## config.mk

```make
export PLATFORM = sky130hd
export DESIGN_NAME = alu_exec_unit
export DESIGN_NICKNAME = d
export VERILOG_FILES = /design/src/rtl/alu_exec_unit_pkg.sv /design/src/rtl/alu_muldiv_iter.sv /design/src/rtl/alu_exec_unit.sv
export SDC_FILE = /design/constraint.sdc
export NUM_CORES = 1
export LEC_CHECK = 0
export CAP_MARGIN = 20
export CORE_UTILIZATION = 30
export DETAILED_ROUTE_END_ITERATION = 12
export GPL_TIMING_DRIVEN = 0
export PLACE_DENSITY = 0.46
export RECOVER_POWER = 25
export SLEW_MARGIN = 0
export SYNTH_ARGS = -nofsm -noshare
export SYNTH_HDL_FRONTEND = slang
export SYNTH_HIERARCHICAL = 1
export SYNTH_SLANG_ARGS = --single-unit
```

## constraint.sdc

```tcl
create_clock -name clk -period 5.6 [get_ports clk]
set_clock_uncertainty 0.1 [all_clocks]
set_input_delay 1.12 -clock clk [delete_from_list [all_inputs] [get_ports clk]]
set_output_delay 1.12 -clock clk [all_outputs]
set_load 0.02 [all_outputs]
```

## src/rtl/alu_exec_unit_pkg.sv

```systemverilog
// Shared encodings for alu_exec_unit: opcodes, funct7 constants, ALU ops and FSM states.
// Decode helpers are reused by the top level and the M-extension datapath.
package alu_exec_unit_pkg;

  localparam logic [6:0] OPC_LUI       = 7'b0110111;
  localparam logic [6:0] OPC_AUIPC     = 7'b0010111;
  localparam logic [6:0] OPC_JAL       = 7'b1101111;
  localparam logic [6:0] OPC_JALR      = 7'b1100111;
  localparam logic [6:0] OPC_BRANCH    = 7'b1100011;
  localparam logic [6:0] OPC_LOAD      = 7'b0000011;
  localparam logic [6:0] OPC_STORE     = 7'b0100011;
  localparam logic [6:0] OPC_ARI_ITYPE = 7'b0010011;
  localparam logic [6:0] OPC_ARI_RTYPE = 7'b0110011;

  localparam logic [6:0] FNC7_0      = 7'b0000000;
  localparam logic [6:0] FNC7_1      = 7'b0100000;
  localparam logic [6:0] FNC7_MULDIV = 7'b0000001;

  typedef enum logic [4:0] {
    ALU_ADD, ALU_SUB, ALU_SLL, ALU_SLT, ALU_SLTU, ALU_XOR, ALU_SRL, ALU_SRA,
    ALU_OR, ALU_AND, ALU_COPY_B,
    ALU_MUL, ALU_MULH, ALU_MULHSU, ALU_MULHU, ALU_DIV, ALU_DIVU, ALU_REM, ALU_REMU
  } alu_op_e;

  typedef enum logic [1:0] {ST_IDLE, ST_BUSY, ST_DONE} state_e;

  function automatic alu_op_e decode_arith(input logic [2:0] f3, input logic alt,
                                           input logic rtype);
    alu_op_e op;
    unique case (f3)
      3'b000:  op = (rtype && alt) ? ALU_SUB : ALU_ADD;
      3'b001:  op = ALU_SLL;
      3'b010:  op = ALU_SLT;
      3'b011:  op = ALU_SLTU;
      3'b100:  op = ALU_XOR;
      3'b101:  op = alt ? ALU_SRA : ALU_SRL;
      3'b110:  op = ALU_OR;
      default: op = ALU_AND;
    endcase
    return op;
  endfunction

  function automatic alu_op_e decode_muldiv(input logic [2:0] f3);
    alu_op_e op;
    unique case (f3)
      3'b000:  op = ALU_MUL;
      3'b001:  op = ALU_MULH;
      3'b010:  op = ALU_MULHSU;
      3'b011:  op = ALU_MULHU;
      3'b100:  op = ALU_DIV;
      3'b101:  op = ALU_DIVU;
      3'b110:  op = ALU_REM;
      default: op = ALU_REMU;
    endcase
    return op;
  endfunction

endpackage

```

## src/rtl/alu_muldiv_iter.sv

```systemverilog
// Iterative XLEN-step magnitude multiplier (shift-add) / restoring divider.
// done_o is high in the final step; result_o already includes that step and the sign fix-up.
module alu_muldiv_iter
  import alu_exec_unit_pkg::*;
#(
  parameter int unsigned XLEN = 32
) (
  input  logic            clk_i,
  input  logic            reset_i,
  input  logic            start_i,
  input  alu_op_e         op_i,
  input  logic [XLEN-1:0] a_i,
  input  logic [XLEN-1:0] b_i,
  output logic            done_o,
  output logic [XLEN-1:0] result_o
);

  localparam int unsigned CW = $clog2(XLEN);
  localparam logic [CW-1:0] CNT_LAST = CW'(XLEN - 1);

  logic            run_q, neg_q, is_div_q;
  logic [CW-1:0]   cnt_q;
  logic [XLEN-1:0] hi_q, lo_q, opnd_q;
  alu_op_e         op_q;

  logic            a_neg, b_neg;
  logic [XLEN:0]   mul_sum, rem_sh, rem_diff;
  logic [XLEN-1:0] hi_d, lo_d;
  logic [2*XLEN-1:0] prod_fix;

  assign a_neg = (op_i inside {ALU_MUL, ALU_MULH, ALU_MULHSU, ALU_DIV, ALU_REM}) && a_i[XLEN-1];
  assign b_neg = (op_i inside {ALU_MUL, ALU_MULH, ALU_DIV, ALU_REM}) && b_i[XLEN-1];

  // hi holds product-high / partial remainder, lo holds multiplier / quotient.
  always_comb begin
    mul_sum  = {1'b0, hi_q} + (lo_q[0] ? {1'b0, opnd_q} : '0);
    rem_sh   = {hi_q, lo_q[XLEN-1]};
    rem_diff = rem_sh - {1'b0, opnd_q};
    if (is_div_q) begin
      if (!rem_diff[XLEN]) begin
        hi_d = rem_diff[XLEN-1:0];
        lo_d = {lo_q[XLEN-2:0], 1'b1};
      end else begin
        hi_d = rem_sh[XLEN-1:0];
        lo_d = {lo_q[XLEN-2:0], 1'b0};
      end
    end else begin
      {hi_d, lo_d} = {mul_sum, lo_q[XLEN-1:1]};
    end
  end

  always_comb begin
    prod_fix = neg_q ? -{hi_d, lo_d} : {hi_d, lo_d};
    unique case (op_q)
      ALU_MUL:                        result_o = prod_fix[XLEN-1:0];
      ALU_MULH, ALU_MULHSU, ALU_MULHU: result_o = prod_fix[2*XLEN-1:XLEN];
      ALU_DIV, ALU_DIVU:              result_o = neg_q ? -lo_d : lo_d;
      default:                        result_o = neg_q ? -hi_d : hi_d;
    endcase
  end

  assign done_o = run_q && (cnt_q == CNT_LAST);

  always_ff @(posedge clk_i) begin
    if (reset_i) begin
      run_q    <= 1'b0;
      cnt_q    <= '0;
      neg_q    <= 1'b0;
      is_div_q <= 1'b0;
      hi_q     <= '0;
      lo_q     <= '0;
      opnd_q   <= '0;
      op_q     <= ALU_MUL;
    end else if (start_i) begin
      run_q    <= 1'b1;
      cnt_q    <= '0;
      op_q     <= op_i;
      is_div_q <= op_i inside {ALU_DIV, ALU_DIVU, ALU_REM, ALU_REMU};
      neg_q    <= (op_i == ALU_REM) ? a_neg : (a_neg ^ b_neg);
      hi_q     <= '0;
      lo_q     <= a_neg ? -a_i : a_i;
      opnd_q   <= b_neg ? -b_i : b_i;
    end else if (run_q) begin
      hi_q  <= hi_d;
      lo_q  <= lo_d;
      cnt_q <= cnt_q + 1'b1;
      if (cnt_q == CNT_LAST) run_q <= 1'b0;
    end
  end

endmodule

```

## src/rtl/alu_exec_unit.sv

```systemverilog
// Decoding ALU execute unit with valid/ready handshake and registered result/illegal flag.
// Define ALU_M_EXT_EN to add RV32M ops on the iterative alu_muldiv_iter datapath.
module alu_exec_unit
  import alu_exec_unit_pkg::*;
#(
  parameter int unsigned XLEN = 32
) (
  input  logic            clk,
  input  logic            reset,
  input  logic            in_valid,
  output logic            in_ready,
  input  logic [6:0]      opcode,
  input  logic [2:0]      funct3,
  input  logic [6:0]      funct7,
  input  logic [XLEN-1:0] a,
  input  logic [XLEN-1:0] b,
  output logic            out_valid,
  input  logic            out_ready,
  output logic [XLEN-1:0] result,
  output logic            illegal
);

  localparam int unsigned SHW = $clog2(XLEN);

  state_e          state_q, state_d;
  logic [XLEN-1:0] result_q, result_d, alu_res;
  logic            illegal_q, illegal_d;
  alu_op_e         dec_op;
  logic            dec_ill, accept, go_iter;
  logic [SHW-1:0]  shamt;
  logic            unused_funct7;

  // Only bits 0 and 5 steer decode outside the full M-op match.
  assign unused_funct7 = ^{funct7[6], funct7[4:1]};

  always_comb begin
    dec_op  = ALU_ADD;
    dec_ill = 1'b0;
    unique case (opcode)
      OPC_ARI_RTYPE: begin
        if (!funct7[0]) dec_op = decode_arith(funct3, funct7[5], 1'b1);
`ifdef ALU_M_EXT_EN
        else if (funct7 == FNC7_MULDIV) dec_op = decode_muldiv(funct3);
`endif
        else dec_ill = 1'b1;
      end
      OPC_ARI_ITYPE: dec_op = decode_arith(funct3, funct7[5], 1'b0);
      OPC_BRANCH:    dec_ill = funct3 inside {3'b010, 3'b011};
      OPC_LOAD, OPC_STORE, OPC_AUIPC, OPC_JAL, OPC_JALR: dec_op = ALU_ADD;
      OPC_LUI:       dec_op = ALU_COPY_B;
      default:       dec_ill = 1'b1;
    endcase
  end

`ifdef ALU_M_EXT_EN
  logic            div_zero, div_ovf, md_start, md_done;
  logic [XLEN-1:0] md_result;

  assign div_zero = (b == '0);
  assign div_ovf  = (a == {1'b1, {(XLEN-1){1'b0}}}) && (b == '1);

  // Divide-by-zero and signed overflow resolve in the ALU path and never start the iterator.
  always_comb begin
    go_iter = 1'b0;
    unique case (dec_op)
      ALU_MUL, ALU_MULH, ALU_MULHSU, ALU_MULHU: go_iter = 1'b1;
      ALU_DIV, ALU_REM:                         go_iter = !div_zero && !div_ovf;
      ALU_DIVU, ALU_REMU:                       go_iter = !div_zero;
      default:                                  go_iter = 1'b0;
    endcase
  end

  assign md_start = accept && go_iter;

  alu_muldiv_iter #(.XLEN(XLEN)) u_muldiv (
    .clk_i    (clk),
    .reset_i  (reset),
    .start_i  (md_start),
    .op_i     (dec_op),
    .a_i      (a),
    .b_i      (b),
    .done_o   (md_done),
    .result_o (md_result)
  );
`else
  assign go_iter = 1'b0;
`endif

  always_comb begin
    shamt   = b[SHW-1:0];
    alu_res = '0;
    unique case (dec_op)
      ALU_ADD:    alu_res = a + b;
      ALU_SUB:    alu_res = a - b;
      ALU_SLL:    alu_res = a << shamt;
      ALU_SLT:    alu_res = {{(XLEN-1){1'b0}}, $signed(a) < $signed(b)};
      ALU_SLTU:   alu_res = {{(XLEN-1){1'b0}}, a < b};
      ALU_XOR:    alu_res = a ^ b;
      ALU_SRL:    alu_res = a >> shamt;
      ALU_SRA:    alu_res = $unsigned($signed(a) >>> shamt);
      ALU_OR:     alu_res = a | b;
      ALU_AND:    alu_res = a & b;
      ALU_COPY_B: alu_res = b;
`ifdef ALU_M_EXT_EN
      ALU_DIV, ALU_DIVU: alu_res = div_zero ? '1 : a;
      ALU_REM, ALU_REMU: alu_res = div_zero ? a : '0;
`endif
      default:    alu_res = '0;
    endcase
  end

  assign in_ready  = (state_q == ST_IDLE) || ((state_q == ST_DONE) && out_ready);
  assign out_valid = (state_q == ST_DONE);
  assign accept    = in_valid && in_ready;
  assign result    = result_q;
  assign illegal   = illegal_q;

  always_comb begin
    state_d   = state_q;
    result_d  = result_q;
    illegal_d = illegal_q;
    unique case (state_q)
      ST_BUSY: begin
`ifdef ALU_M_EXT_EN
        if (md_done) begin
          state_d   = ST_DONE;
          result_d  = md_result;
          illegal_d = 1'b0;
        end
`endif
      end
      default: begin
        if (accept) begin
          if (go_iter) begin
            state_d = ST_BUSY;
          end else begin
            state_d   = ST_DONE;
            result_d  = dec_ill ? '0 : alu_res;
            illegal_d = dec_ill;
          end
        end else if ((state_q == ST_DONE) && out_ready) begin
          state_d = ST_IDLE;
        end
      end
    endcase
  end

  always_ff @(posedge clk) begin
    if (reset) begin
      state_q   <= ST_IDLE;
      result_q  <= '0;
      illegal_q <= 1'b0;
    end else begin
      state_q   <= state_d;
      result_q  <= result_d;
      illegal_q <= illegal_d;
    end
  end

endmodule
```

==> reports/results.tsv, run 1 <==
stage	metric	value	unit
final_layout	areaGrowthSynthToFinish	18.1	%
timing	timing.fmax	0.181	GHz
floorplanning	die_y	194	um
clocking	cts_hold_buf	0	
synthesis	async_flop_share	0	
timing	setup_slack	0.0812	ns
synthesis	ys.flop_type	dfxtp_1	
global_routing	antenna_found_initial	0	
drt	via_per_inst	6.58	
drt	vias	14501	
worst_setup_path	path_buf_inv	7	
synthesis	ys_types	87	
floorplanning	io_pins	120	
floorplanning	die_w	194	um
worst_setup_path	path_max_fanout	11	
worst_setup_path	reg2reg_slack	1.94	ns
min_path	hp-class	flip-flop to flip-flop	
clocking	cts_root_buf	clkbuf_16	
worst_setup_path	slowest_delay	0.54	ns
drt	post_drt_wl_per_cell	33.8	um
timing	fin_crit_sh	0.985	
floorplanning	core	0.0358	mm2
synthesis	ys_ff_latch	34	
final_layout	n_antenna_cell	0	
synthesis	avgSynthCellArea	6.80	um2
power	powerDensity	136	mW/mm2
worst_setup_path	rr_endpoint	result[5]$_SDFFE_PP0P_	
clocking	htree_levels	2	
worst_setup_path	worst_setup_path_start_kind	input port	
worst_setup_path	rr_worst_depth	8	
timing	max_slew_margin	0.178	
synthesis	syn_nets	1809	
placed_design	dp_slack	-1.57	ns
worst_setup_path	timing.rr.start	state_q[1]$_SDFFE_PP0P_	
clocking	cts.sinks	34	
drt	first_pass_iters	10	
timing	setup_violations	0	
timing	drv_slew	0	
timing	timing.hold.ws	0.360	ns
clocking	clock_latency	0.30	ns
clocking	clk_path_buf_depth	2	
outcome	failed_checks	design-rule violations	
worst_setup_path	path_class	input port to flip-flop	
worst_setup_path	cp_common_cell	clkbuf_4	
drt	drc	7	
drt	drt_iter0_markers	1702	
timing	worstMarginPinSlew	1.23	ns
floorplanning	start_util	0.307	
timing	finalSetupTns	0	ns
global_routing	grt_pass1_vias	13476	
final_layout	fin_cells	2203	
timing	layout_min_cycle_time	5.52	ns
min_path	holdPathEnd	result[14]$_SDFFE_PP0P_	
global_routing	grt_usage	0.383	
min_path	min-delay-start	result[14]$_SDFFE_PP0P_	
placed_design	dp_hpwl	59600	um
worst_setup_path	cp-end-kind	flip-flop	
worst_setup_path	crit_chain	clkdlybuf4s50_1, buf_4, clkinvlp_4, clkbuf_4, clkbuf_4, ha_1, buf_2, inv_1, o311a_1, o21ai_2, o21ai_1, o31ai_4, a31oi_2, o41ai_2, o21ai_0, o22ai_2, a31oi_1	
clocking	clk_pin_slew	0.07	ns
worst_setup_path	cp_top_family	compound AO/OA/AOI/OAI gates	
timing	rsz0062_at_grt	no	
global_routing	grt_max_degree	22	
floorplanning	fp-row-count	69	
clocking	cts_tree	yes	
job	drv_cap	0	
synthesis	ys_seq_area_frac	0.0619	
drt	routed_wl	74400	um
synthesis	synthCells	1618	
drt	antenna_left	0	
global_routing	grt_pass1_wl	103000	um
worst_setup_path	worstPathRequired	5.69	ns
placed_design	routabilityCongestion	1.03	
final_layout	nets	1932	
floorplanning	dieArea	0.0375	mm2
placed_design	io_buffer_count	112	
global_routing	overflow	0	
worst_setup_path	arrival	5.61	ns
synthesis	synth_edf_count	0	
power	irDropWorstVdd	0.111	mV
final_layout	drive_above_1_share	0.0907	
outcome	status	finished with violations	
min_path	whs_path_depth	1	
placed_design	placed_area	0.0127	mm2
timing	finalHoldViolCount	0	
worst_setup_path	crit_slowest_cell	clkdlybuf4s50_1	
final_layout	finalInstanceArea	0.0130	mm2
placed_design	place_inst	2192	
clocking	numCtsBuffers	5	
power	power_leakage	5.35	nW
synthesis	syn_area	0.0110	mm2
synthesis	synth_warnings	6	
[state kept, by name, summed over array words and instances (netlist names)]
signal	cells
result	32
illegal	1
state_q	1
[where the power goes]
part | internal, mW | switching (mW)
registers | 0.245 | 0.00331
logic | 0.397 | 0.801
clock network | 0.178 | 0.147
total | 0.820 | 0.952
[cell families after synthesis]
kind of cell,Yosys count,synth area share
compound gates,612,0.377
xor+xnor,12,0.00955
fa+ha+maj,106,0.122
buf+inv,240,0.0929
flops,34,0.0619
mux,112,0.135
simple gates,502,0.202
[layout make-up]
class / count / area, um2
multi-input cells: 1344 / 9380
clock buffers: 6 / 139
inverters: 105 / 398
well taps: 461 / 577
plain buffers: 133 / 649
repair buffers: 118 / 1160
clock inverters: 2 / 12.5
fillers: 3937 / 22800
flip-flops and latches: 34 / 681
[cell usage in the layout, fill, tap and decap left out, types with 8 or more instances in the layout]
cell             instances
o211ai_1                34
mux2_2                  19
mux4_2                  27
a211oi_1                32
and2_1                  11
buf_4                   22
o21a_1                  12
nand2_1                178
a222oi_1                11
ha_1                   104
o22ai_1                 19
a21oi_1                144
clkbuf_1                59
buf_2                   34
a221o_1                 11
nor2_1                 174
o21ai_0                122
clkdlybuf4s50_1         94
a21o_1                  24
nor2b_1                  8
a31oi_1                 24
o31ai_1                 14
nand2b_1                14
nor4_1                  10
o21bai_1                19
dfxtp_1                 34
nor3_1                  34
a221oi_1                25
xnor2_1                 10
nand3_1                 33
dlygate4sd3_1           17
a22oi_1                 16
inv_1                  102
buf_1                   15
mux2i_1                 66
[through the flow]
step	total power, mW	utilization
after floorplan	0.919	-
after global placement	1.39	0.355
after detailed placement	1.38	0.355
after CTS	1.72	0.362
after global routing	1.83	0.363
final	1.77	0.363
[how the worst max path moves through the flow]
stage | slack, ns | start | to | depth (start not counted)
after floorplan | 0.88 | b[2] | result[30]$_SDFFE_PP0P_ | 17
after global placement | -1.64 | b[2] | result[30]$_SDFFE_PP0P_ | 18
after detailed placement | -1.57 | b[2] | result[30]$_SDFFE_PP0P_ | 18
after CTS | 0.005 | b[3] | result[25]$_SDFFE_PP0P_ | 17
after global routing | 0.005 | b[3] | result[25]$_SDFFE_PP0P_ | 17
final | 0.08 | b[3] | result[25]$_SDFFE_PP0P_ | 17
[synthesized netlist by cell type, drive strengths merged (11+ instances only)]
cell type / count / area, um2
a222oi: 11 / 110
dfxtp: 34 / 681
a211oi: 34 / 268
mux4: 27 / 608
a221oi: 28 / 251
ha: 104 / 1300
a31oi: 26 / 163
a221o: 11 / 110
a22oi: 16 / 120
nand2: 178 / 668
o22ai: 20 / 125
inv: 105 / 394
o21bai: 19 / 143
o21ai: 129 / 649
nor3: 35 / 180
clkbuf: 64 / 241
mux2: 19 / 214
o211ai: 36 / 280
o21a: 12 / 90.1
a21oi: 145 / 726
nand2b: 14 / 87.6
o31ai: 15 / 113
buf: 71 / 387
nand3: 34 / 175
a21o: 24 / 180
mux2i: 66 / 661
nor2: 174 / 653
and2: 11 / 68.8
[routing by layer]
layer,share of wire,GRT usage,up-vias
met1,0.44,0.531,7168
met5,0,0,-
met3,0.093,0.0690,177
met2,0.42,0.567,901
met4,0.051,0.183,0
li1,-,-,6255
[repair_timing]
| action | CTS | global route |
|---|---|---|
| gates resized for setup | 23 | 10 |
| endpoints found under the setup margin | 26 | 11 |
| pin swaps | 4 | 2 |
| gates cloned | 0 | 0 |
| endpoints found under the hold margin | 0 | 0 |
| setup buffers | 2 | 3 |
Note: power is estimated with default switching activity, not from simulation.
==> run 2, diff against run 1 <==
--- a/config.mk
+++ b/config.mk
@@ -7,8 +7,10 @@
 export LEC_CHECK = 0
 export CAP_MARGIN = 20
 export CORE_UTILIZATION = 30
+export CTS_CLUSTER_SIZE = 8
 export DETAILED_ROUTE_END_ITERATION = 12
 export GPL_TIMING_DRIVEN = 0
+export MAX_ROUTING_LAYER = met4
 export PLACE_DENSITY = 0.46
 export RECOVER_POWER = 25
 export SLEW_MARGIN = 0
==> reports/results.tsv, run 2 (synthesis gave the netlist of run 1 again) <==
stage	metric	value	unit
outcome	status	finished with violations	
outcome	failed_checks	design-rule violations	
floorplanning	start_util	0.307	
timing	fin_crit_sh	0.988	
worst_setup_path	timing.rr.start	state_q[1]$_SDFFE_PP0P_	
min_path	min-delay-start	result[0]$_SDFFE_PP0P_	
final_layout	areaGrowthSynthToFinish	18.2	%
worst_setup_path	crit_chain	clkdlybuf4s50_1, clkbuf_4, buf_1, buf_1, clkbuf_2, nor2_1, o31ai_1, mux2i_1, nor2_1, a31oi_1, a21oi_1, a221oi_1	
floorplanning	dieArea	0.0375	mm2
timing	timing.fmax	0.181	GHz
clocking	clk_pin_slew	0.07	ns
floorplanning	fp-row-count	69	
worst_setup_path	crit_slowest_cell	o31ai_1	
clocking	clk_path_buf_depth	2	
drt	drt_iter0_markers	1908	
drt	via_per_inst	6.65	
clocking	clock_latency	0.31	ns
worst_setup_path	rr_worst_depth	8	
drt	vias	14647	
timing	finalSetupTns	0	ns
global_routing	overflow	0	
floorplanning	io_pins	120	
worst_setup_path	cp-end-kind	flip-flop	
drt	first_pass_iters	10	
min_path	hp-class	flip-flop to flip-flop	
worst_setup_path	rr_endpoint	result[5]$_SDFFE_PP0P_	
worst_setup_path	arrival	5.56	ns
worst_setup_path	cp_top_family	buffers and inverters	
power	power_leakage	5.37	nW
timing	setup_violations	0	
placed_design	routabilityCongestion	1.00	
final_layout	largest_reg_flops	32	
power	irDropWorstVdd	0.106	mV
timing	rsz0062_at_grt	no	
power	powerDensity	137	mW/mm2
min_path	whs_path_depth	1	
worst_setup_path	worstPathRequired	5.62	ns
final_layout	n_antenna_cell	0	
timing	layout_min_cycle_time	5.54	ns
drt	routed_wl	76100	um
placed_design	io_buffer_count	112	
global_routing	grt_max_degree	22	
worst_setup_path	path_buf_inv	5	
drt	antenna_left	0	
clocking	cts_root_buf	clkbuf_16	
min_path	holdPathEnd	result[0]$_SDFFE_PP0P_	
worst_setup_path	cp-startpoint	b[1]	
timing	worstMarginPinSlew	1.16	ns
worst_setup_path	path_class	input port to flip-flop	
worst_setup_path	slowest_delay	0.66	ns
clocking	htree_levels	2	
final_layout	nFillCells	3969	
clocking	cts.sinks	34	
timing	drv_slew	0	
global_routing	grt_usage	0.407	
final_layout	layout_common_cells	nand2_1, nor2_1, a21oi_1	
global_routing	antenna_found_initial	0	
timing	finalHoldViolCount	0	
final_layout	final_common_cell	nand2_1	
global_routing	grt_pass1_wl	106000	um
clocking	numCtsBuffers	5	
floorplanning	die_y	194	um
floorplanning	die_w	194	um
floorplanning	core	0.0358	mm2
timing	max_slew_margin	0.207	
timing	timing.hold.ws	0.376	ns
job	drv_cap	0	
global_routing	grt_pass1_vias	13569	
drt	drc	7	
placed_design	dp_hpwl	60800	um
worst_setup_path	path_depth	12	
final_layout	drive_above_1_share	0.0891	
worst_setup_path	reg2reg_slack	1.85	ns
worst_setup_path	worst_setup_path_start_kind	input port	
clocking	cts_hold_buf	0	
worst_setup_path	path_max_fanout	10	
final_layout	nets	1930	
drt	post_drt_wl_per_cell	34.6	um
clocking	cts_tree	yes	
[run 2: cell count changes in the layout (fill, tap and decap cells not counted), sizes merged]
| cell | before | now |
|---|---|---|
| buf | 76 | 73 |
| dlygate4sd2 | 1 | 0 |
| inv | 104 | 105 |
| clkbuf | 69 | 70 |
| dlymetal6s2s | 0 | 1 |
| clkinvlp | 2 | 1 |
[run 2: report_power, final]
| group | internal (mW) | leakage (nW) | switching [mW] |
|---|---|---|---|
| clock | 0.177 | 0.0729 | 0.145 |
| sequential | 0.246 | 0.275 | 0.00346 |
| combinational | 0.398 | 5.02 | 0.812 |
[run 2: worst register-to-register path, cell delays in order (launching register included)]
cell	delay (ns)
dfxtp_1	0.34
nand2b_1	0.10
nand2_1	0.23
clkbuf_1	0.79
buf_1	0.86
clkbuf_1	0.74
nand2_1	0.17
a21o_1	0.21
a31oi_1	0.14
[run 2: cell type report]
class / instances / area, um2 / share of cell area
inverter: 105 / 394 / 0.0303
sequential: 34 / 681 / 0.0523
multi-input combinational: 1344 / 9380 / 0.720
tap: 461 / 577 / 0.0443
clock buffer: 6 / 139 / 0.0107
timing repair buffer: 117 / 1190 / 0.0913
clock inverter: 2 / 12.5 / 0.000962
buffer: 132 / 646 / 0.0496
[run 2: metal layers]
layer,vias to the layer above,GRT usage,part of all wire,routed length [um]
li1,6243,-,-,-
met1,7244,0.563,0.44,33500
met2,1006,0.591,0.42,32200
met3,154,0.0495,0.093,7090
met4,0,0.169,0.043,3310
met5,-,-,0,0
[run 2: repair_timing]
action,4_1_cts,5_1_grt
resized for setup,18,14
pin swaps,2,3
setup endpoints to repair,26,18
hold endpoints to repair,0,0
setup buffers,1,2
[run 2: how the worst max path moves through the flow]
stage                              endpoint
CTS                 result[30]$_SDFFE_PP0P_
floorplan           result[30]$_SDFFE_PP0P_
global route        result[31]$_SDFFE_PP0P_
global placement    result[30]$_SDFFE_PP0P_
finish               result[7]$_SDFFE_PP0P_
detailed placement  result[25]$_SDFFE_PP0P_
[run 2: per-stage QoR]
stage / cell area, um2 / util / setup WS, ns / std cells / total power [mW]
finish: 13000 / 0.363 / 0.0644 / 2201 / 1.78
global route: 13000 / 0.363 / 0.00282 / 2201 / 1.84
CTS: 13000 / 0.362 / 0.000861 / 2199 / 1.72
detailed placement: 12700 / 0.356 / -1.59 / 2193 / 1.39
global placement: 12700 / 0.355 / -1.67 / 2191 / 1.40
floorplan: 11000 / - / 0.884 / 1618 / 0.919
